**src/rtl/uart_tx_fifo.sv**
```systemverilog
// UART transmit path: 32-bit words are unpacked big-endian into a 16-byte FIFO
// and sent as 8N1 frames; trailing 0xFF bytes of a word are padding, not data.
module uart_tx_fifo #(
  parameter int CLKS_PER_BIT = 868
) (
  input  logic        clk_100MHz,
  input  logic        reset,
  input  logic [31:0] write_data,
  input  logic        write_enable,
  output logic        tx,
  output logic        busy,
  output logic        empty,
  output logic        full
);

  localparam int                BAUD_W    = $clog2(CLKS_PER_BIT);
  localparam logic [BAUD_W-1:0] BAUD_LAST = BAUD_W'(CLKS_PER_BIT - 1);

  typedef enum logic [1:0] {S_IDLE, S_START, S_DATA, S_STOP} state_t;

  logic [7:0]        r_mem [16];
  logic [3:0]        r_wr_ptr;
  logic [3:0]        r_rd_ptr;
  logic [4:0]        r_count;
  state_t            r_state;
  logic [BAUD_W-1:0] r_baud;
  logic [2:0]        r_bit;
  logic [7:0]        r_shift;
  logic              r_tx;
  logic              r_busy;

  logic [2:0] w_nbytes;
  logic [4:0] w_add;
  logic       w_wr;
  logic       w_pop;
  logic       w_baud_done;

  // NOTE: every variable assigned in always_comb gets a default first, so no latch is inferred.
  always_comb begin
    w_nbytes = 3'd0;
    if      (write_data[7:0]   != 8'hFF) w_nbytes = 3'd4;
    else if (write_data[15:8]  != 8'hFF) w_nbytes = 3'd3;
    else if (write_data[23:16] != 8'hFF) w_nbytes = 3'd2;
    else if (write_data[31:24] != 8'hFF) w_nbytes = 3'd1;
  end

  // full is judged on the pre-edge count, so a word is either stored whole or dropped.
  assign w_wr        = write_enable && !full;
  assign w_add       = w_wr ? {2'b00, w_nbytes} : 5'd0;
  assign w_pop       = (r_state == S_IDLE) && (r_count != 5'd0);
  assign w_baud_done = (r_baud == BAUD_LAST);

  // NOTE: the byte array carries no reset; count and pointers alone define which entries are valid.
  always_ff @(posedge clk_100MHz) begin
    if (w_wr) begin
      for (int i = 0; i < 4; i++) begin
        if (3'(i) < w_nbytes) r_mem[r_wr_ptr + 4'(i)] <= write_data[31-8*i -: 8];
      end
    end
  end

  // NOTE: sequential state uses non-blocking assignments so every register samples pre-edge values.
  always_ff @(posedge clk_100MHz or posedge reset) begin
    if (reset) begin
      r_wr_ptr <= '0;
      r_count  <= '0;
    end else begin
      r_wr_ptr <= r_wr_ptr + w_add[3:0];
      r_count  <= r_count + w_add - {4'd0, w_pop};
    end
  end

  always_ff @(posedge clk_100MHz or posedge reset) begin
    if (reset) begin
      r_state  <= S_IDLE;
      r_rd_ptr <= '0;
      r_baud   <= '0;
      r_bit    <= '0;
      r_shift  <= '0;
      r_tx     <= 1'b1;
      r_busy   <= 1'b0;
    end else begin
      unique case (r_state)
        S_IDLE: begin
          r_baud <= '0;
          if (w_pop) begin
            r_shift  <= r_mem[r_rd_ptr];
            r_rd_ptr <= r_rd_ptr + 4'd1;
            r_tx     <= 1'b0;
            r_busy   <= 1'b1;
            r_state  <= S_START;
          end
        end
        S_START: begin
          if (w_baud_done) begin
            r_baud  <= '0;
            r_bit   <= '0;
            r_tx    <= r_shift[0];
            r_state <= S_DATA;
          end else begin
            r_baud <= r_baud + BAUD_W'(1);
          end
        end
        S_DATA: begin
          if (w_baud_done) begin
            r_baud <= '0;
            if (r_bit == 3'd7) begin
              r_tx    <= 1'b1;
              r_state <= S_STOP;
            end else begin
              // Present the next bit on the same edge the shift register advances.
              r_shift <= r_shift >> 1;
              r_tx    <= r_shift[1];
              r_bit   <= r_bit + 3'd1;
            end
          end else begin
            r_baud <= r_baud + BAUD_W'(1);
          end
        end
        S_STOP: begin
          if (w_baud_done) begin
            r_baud  <= '0;
            r_busy  <= 1'b0;
            r_state <= S_IDLE;
          end else begin
            r_baud <= r_baud + BAUD_W'(1);
          end
        end
        default: r_state <= S_IDLE;
      endcase
    end
  end

  assign tx    = r_tx;
  assign busy  = r_busy;
  assign empty = (r_count == 5'd0);
  assign full  = (r_count > 5'd12);

endmodule

```
**config.mk**
```make
export PLATFORM = sky130hd
export DESIGN_NAME = uart_tx_fifo
export DESIGN_NICKNAME = d
export VERILOG_FILES = /design/src/rtl/uart_tx_fifo.sv
export SDC_FILE = /design/constraint.sdc
export NUM_CORES = 1
export LEC_CHECK = 0
export CORE_MARGIN = 2
export CORE_UTILIZATION = 45
export CTS_CLUSTER_DIAMETER = 50
export DETAILED_ROUTE_END_ITERATION = 7
export PLACE_DENSITY = 0.62
export SETUP_SLACK_MARGIN = 0.02
export SLEW_MARGIN = 20
export SYNTH_ARGS = -nofsm -noshare
export SYNTH_HDL_FRONTEND = slang
export SYNTH_SLANG_ARGS = --single-unit
```
**constraint.sdc**
```tcl
create_clock -name clk_100MHz -period 4.2 [get_ports clk_100MHz]
set_clock_uncertainty 0.2 [all_clocks]
set_input_delay 0.42 -clock clk_100MHz [delete_from_list [all_inputs] [get_ports clk_100MHz]]
set_output_delay 0.42 -clock clk_100MHz [all_outputs]
set_load 0.02 [all_outputs]
```
==> impl_metrics.yaml <==
clock_network:
  clk_latency_ns: 0.45
  cts_buffers: 17
  root_buffer: "clkbuf_16"
  cts_resized: 0
  clockBufferDepth: 2
  htreeDepth: 4
  post-cts-setup-buffers: 0
  path_clk_slew_ns: 0.09
  cts_tree: "built"
  hold_buffers: 0
  cts.sinks: 166
worst_hold_path:
  min_path_type: "in -> async"
critical_path:
  critical_path.max_fanout: 12
  crit_chain: "buf_4, inv_1, ha_1, a21oi_1, xor2_1, buf_4, nand4_1, or2_1, and2_0, nand2_1"
  crit_family: "simple AND/OR/NAND/NOR gates"
  crit_type: "reg -> reg"
  required_ns: 4.10
  crit_slowest_cell: "or2_1"
  critPathMaxStageDelay_ns: 0.54
  endpoint_kind: "flip-flop"
  reg2regPathDepth: 10
  crit_arrival_ns: 3.65
  cp-start-kind: "flip-flop"
  critPathMostFrequentCell: "buf_4"
  worst-path-stages: 10
  critPathBufInv: 3
grt:
  grt_pass1_vias: 9857
  grt_max_degree: 39
  grt_antenna_before_repair: 3
  grt_pass1_wl_um: 64500
  grt_remaining_overflow: 0
  grt.total_usage_pct: 33.6
layout:
  final_cells: 1489
  finalNetCount: 1201
  area_growth_pct: 13.8
  design_area_um2: 13200
  drive_above_1_share_pct: 17.4
  seq_area_um2: 4800
  fill_cells: 2241
  multi_input_area_um2: 6170
place:
  place_area_um2: 12500
  globalplace.congestion: 1.08
  portBuffers: 38
  hpwl_um: 30400
  dpl.cell_count: 1454
timing:
  finalHoldViolations: 0
  relSlewSlack_pct: 23.7
  min_period_ns: 3.76
  rsz0062_at_grt: "false"
  fin_crit_sh_pct: 89.4
  max_freq_mhz: 266
  fin_setup_tns_ns: 0
  finalMaxSlewViolations: 0
  worst_pin_slew_ns: 1.13
  setup_viol: 0
  whs_ns: 0.213
routing:
  ant_nets: 0
  totalWireLength_um: 44400
  num_vias: 10200
  post_drt_wl_per_cell_um: 29.8
  viasPerCell: 6.87
  drc: 0
  drt-pass1-iter-count: 6
  drt_iter0_drc: 1613
synth:
  netlist_instances: 1119
  ys_types: 79
  syn_nets: 1177
  avgSynthCellArea_um2: 10.3
  async_reset_ff_share_pct: 22.9
  ys_seq_area_share_pct: 41.5
  yosysWarnings: 0
  syn_area_um2: 11600
  synth_edf_count: 128
  ys_ff_latch: 166
  yosys_most_used_dff: "edfxtp_1"
floorplanning:
  io_pins: 39
  die-area_um2: 27000
  fp-row-count: 58
  core-area_um2: 25200
  die_w_um: 164
  start_util_pct: 45.9
  die_h_um: 164
run_status:
  run_status: "complete, no violations"
power:
  vdd_ir_drop_max_uv: 463
  powerDensity_nw_per_um2: 568
  p_leak_nw: 4.54
job:
  maxCapViolations: 0
## sequential cells by signal, summed over array words and instances, names as in the netlist
signal and count:
r_rd_ptr 4, r_mem 128, busy 1, r_bit 3, tx 1, r_state 2, r_count 5, r_shift 8
r_baud 10, r_wr_ptr 4
## final cells by class
class / instances / share of cell area [%]
clock buffer: 17 / 3.23
inverter: 30 / 0.856
sequential: 166 / 36.5
clock inverter: 15 / 1.65
timing repair buffer: 122 / 7.69
antenna: 3 / 0.0571
tap: 330 / 3.14
multi-input combinational: 806 / 46.9
## worst min-delay path, delay by kind of cell
family                 cells  cell delay (ns)
buffers and inverters      3             0.90
## routing by layer
layer | vias to the layer above | track usage (%) | wire length [µm]
met5 | - | 0 | 0
met4 | 0 | 19.3 | 2820
met3 | 168 | 9.72 | 5660
met2 | 783 | 50.4 | 19400
met1 | 4929 | 43.3 | 16500
li1 | 4350 | - | -
## cells in the final DEF, fill, tap and decap left out, types with 12 or more instances in the layout
cell type	synthesis	final
a21oi_1	96	96
o21ai_0	34	32
inv_1	27	26
nor3_1	14	14
edfxtp_1	128	128
nor2_1	77	77
mux4_2	40	40
buf_4	1	84
dfrtp_1	37	36
clkbuf_16	0	17
and2_1	12	12
o22ai_1	98	98
clkdlybuf4s50_1	0	38
nand2b_1	22	22
ha_1	21	21
nand2_1	41	41
nand3_1	27	27
mux2i_1	104	104
a21o_1	14	14
o21ai_1	11	13
## cell usage after synthesis, types with 5 or more instances
| library cell | instances | share of area [%] |
|---|---|---|
| buf_1 | 17 | 0.55 |
| inv_1 | 27 | 0.88 |
| xnor2_1 | 11 | 0.83 |
| buf_6 | 7 | 0.68 |
| nand2_1 | 41 | 1.3 |
| or2_1 | 5 | 0.27 |
| clkbuf_1 | 72 | 2.3 |
| nor2_1 | 77 | 2.5 |
| o21ai_0 | 34 | 1.5 |
| dfrtp_1 | 37 | 8.0 |
| nand3_1 | 27 | 1.2 |
| nor3_1 | 14 | 0.61 |
| a21o_1 | 14 | 0.91 |
| ha_1 | 21 | 2.3 |
| nor4_1 | 5 | 0.27 |
| nand4_1 | 11 | 0.60 |
| o221ai_1 | 9 | 0.68 |
| mux4_2 | 40 | 7.8 |
| a21oi_2 | 11 | 0.83 |
| o2bb2ai_1 | 5 | 0.38 |
| nand2b_1 | 22 | 1.2 |
| mux2i_1 | 104 | 9.0 |
| edfxtp_1 | 128 | 33 |
| buf_2 | 20 | 0.87 |
| and2_1 | 12 | 0.65 |
| o21a_1 | 8 | 0.52 |
| o22ai_1 | 98 | 5.3 |
| o21ai_1 | 11 | 0.48 |
| a21oi_1 | 96 | 4.2 |
| nor2b_1 | 5 | 0.27 |
| a32o_1 | 11 | 0.95 |
| a211oi_1 | 10 | 0.65 |
| xor2_1 | 8 | 0.61 |
| o31ai_1 | 6 | 0.39 |
| or4_1 | 9 | 0.58 |
| or3_1 | 9 | 0.49 |
## cell families after synthesis
| kind of cell | after synthesis | share of synthesized area [%] |
|---|---|---|
| muxes | 146 | 17.0 |
| xor gates and xnor gates | 19 | 1.44 |
| DFF | 166 | 41.5 |
| and+or+nand+nor | 271 | 12.4 |
| buffers and inverters | 147 | 5.48 |
| adders and majority gates | 23 | 2.62 |
| AOI/OAI and AO/OA | 347 | 19.5 |
## worst paths after layout
kind,startpoint,to,slack (ns)
min,reset,r_baud[8],0.21
max reg2reg,r_wr_ptr[1],r_mem[0][7],0.44
max,r_wr_ptr[1],r_mem[0][7],0.44
min reg2reg,r_baud[0],r_baud[0],0.30
min in group clk_100MHz,r_baud[0],r_baud[0],0.30
max in group asynchronous,reset,r_rd_ptr[0],3.19
## metrics by stage
stage	util [%]	power [W]	setup WS (ns)
6_report	52.2	0.00747	0.444
5_1_grt	52.2	0.00777	0.256
4_1_cts	52.1	0.00739	0.598
3_5_place_dp	49.5	0.00573	0.390
3_3_place_gp	49.5	0.00570	0.468
2_1_floorplan	-	0.00460	0.908
## where the power goes
part	total (W)	internal, W	switching, W
sequential	0.00251	0.00219	0.000320
clock	0.00169	0.000829	0.000856
combinational	0.00328	0.00136	0.00192
total	0.00747	0.00438	0.00309
Note: power is estimated with default switching activity, not from simulation.
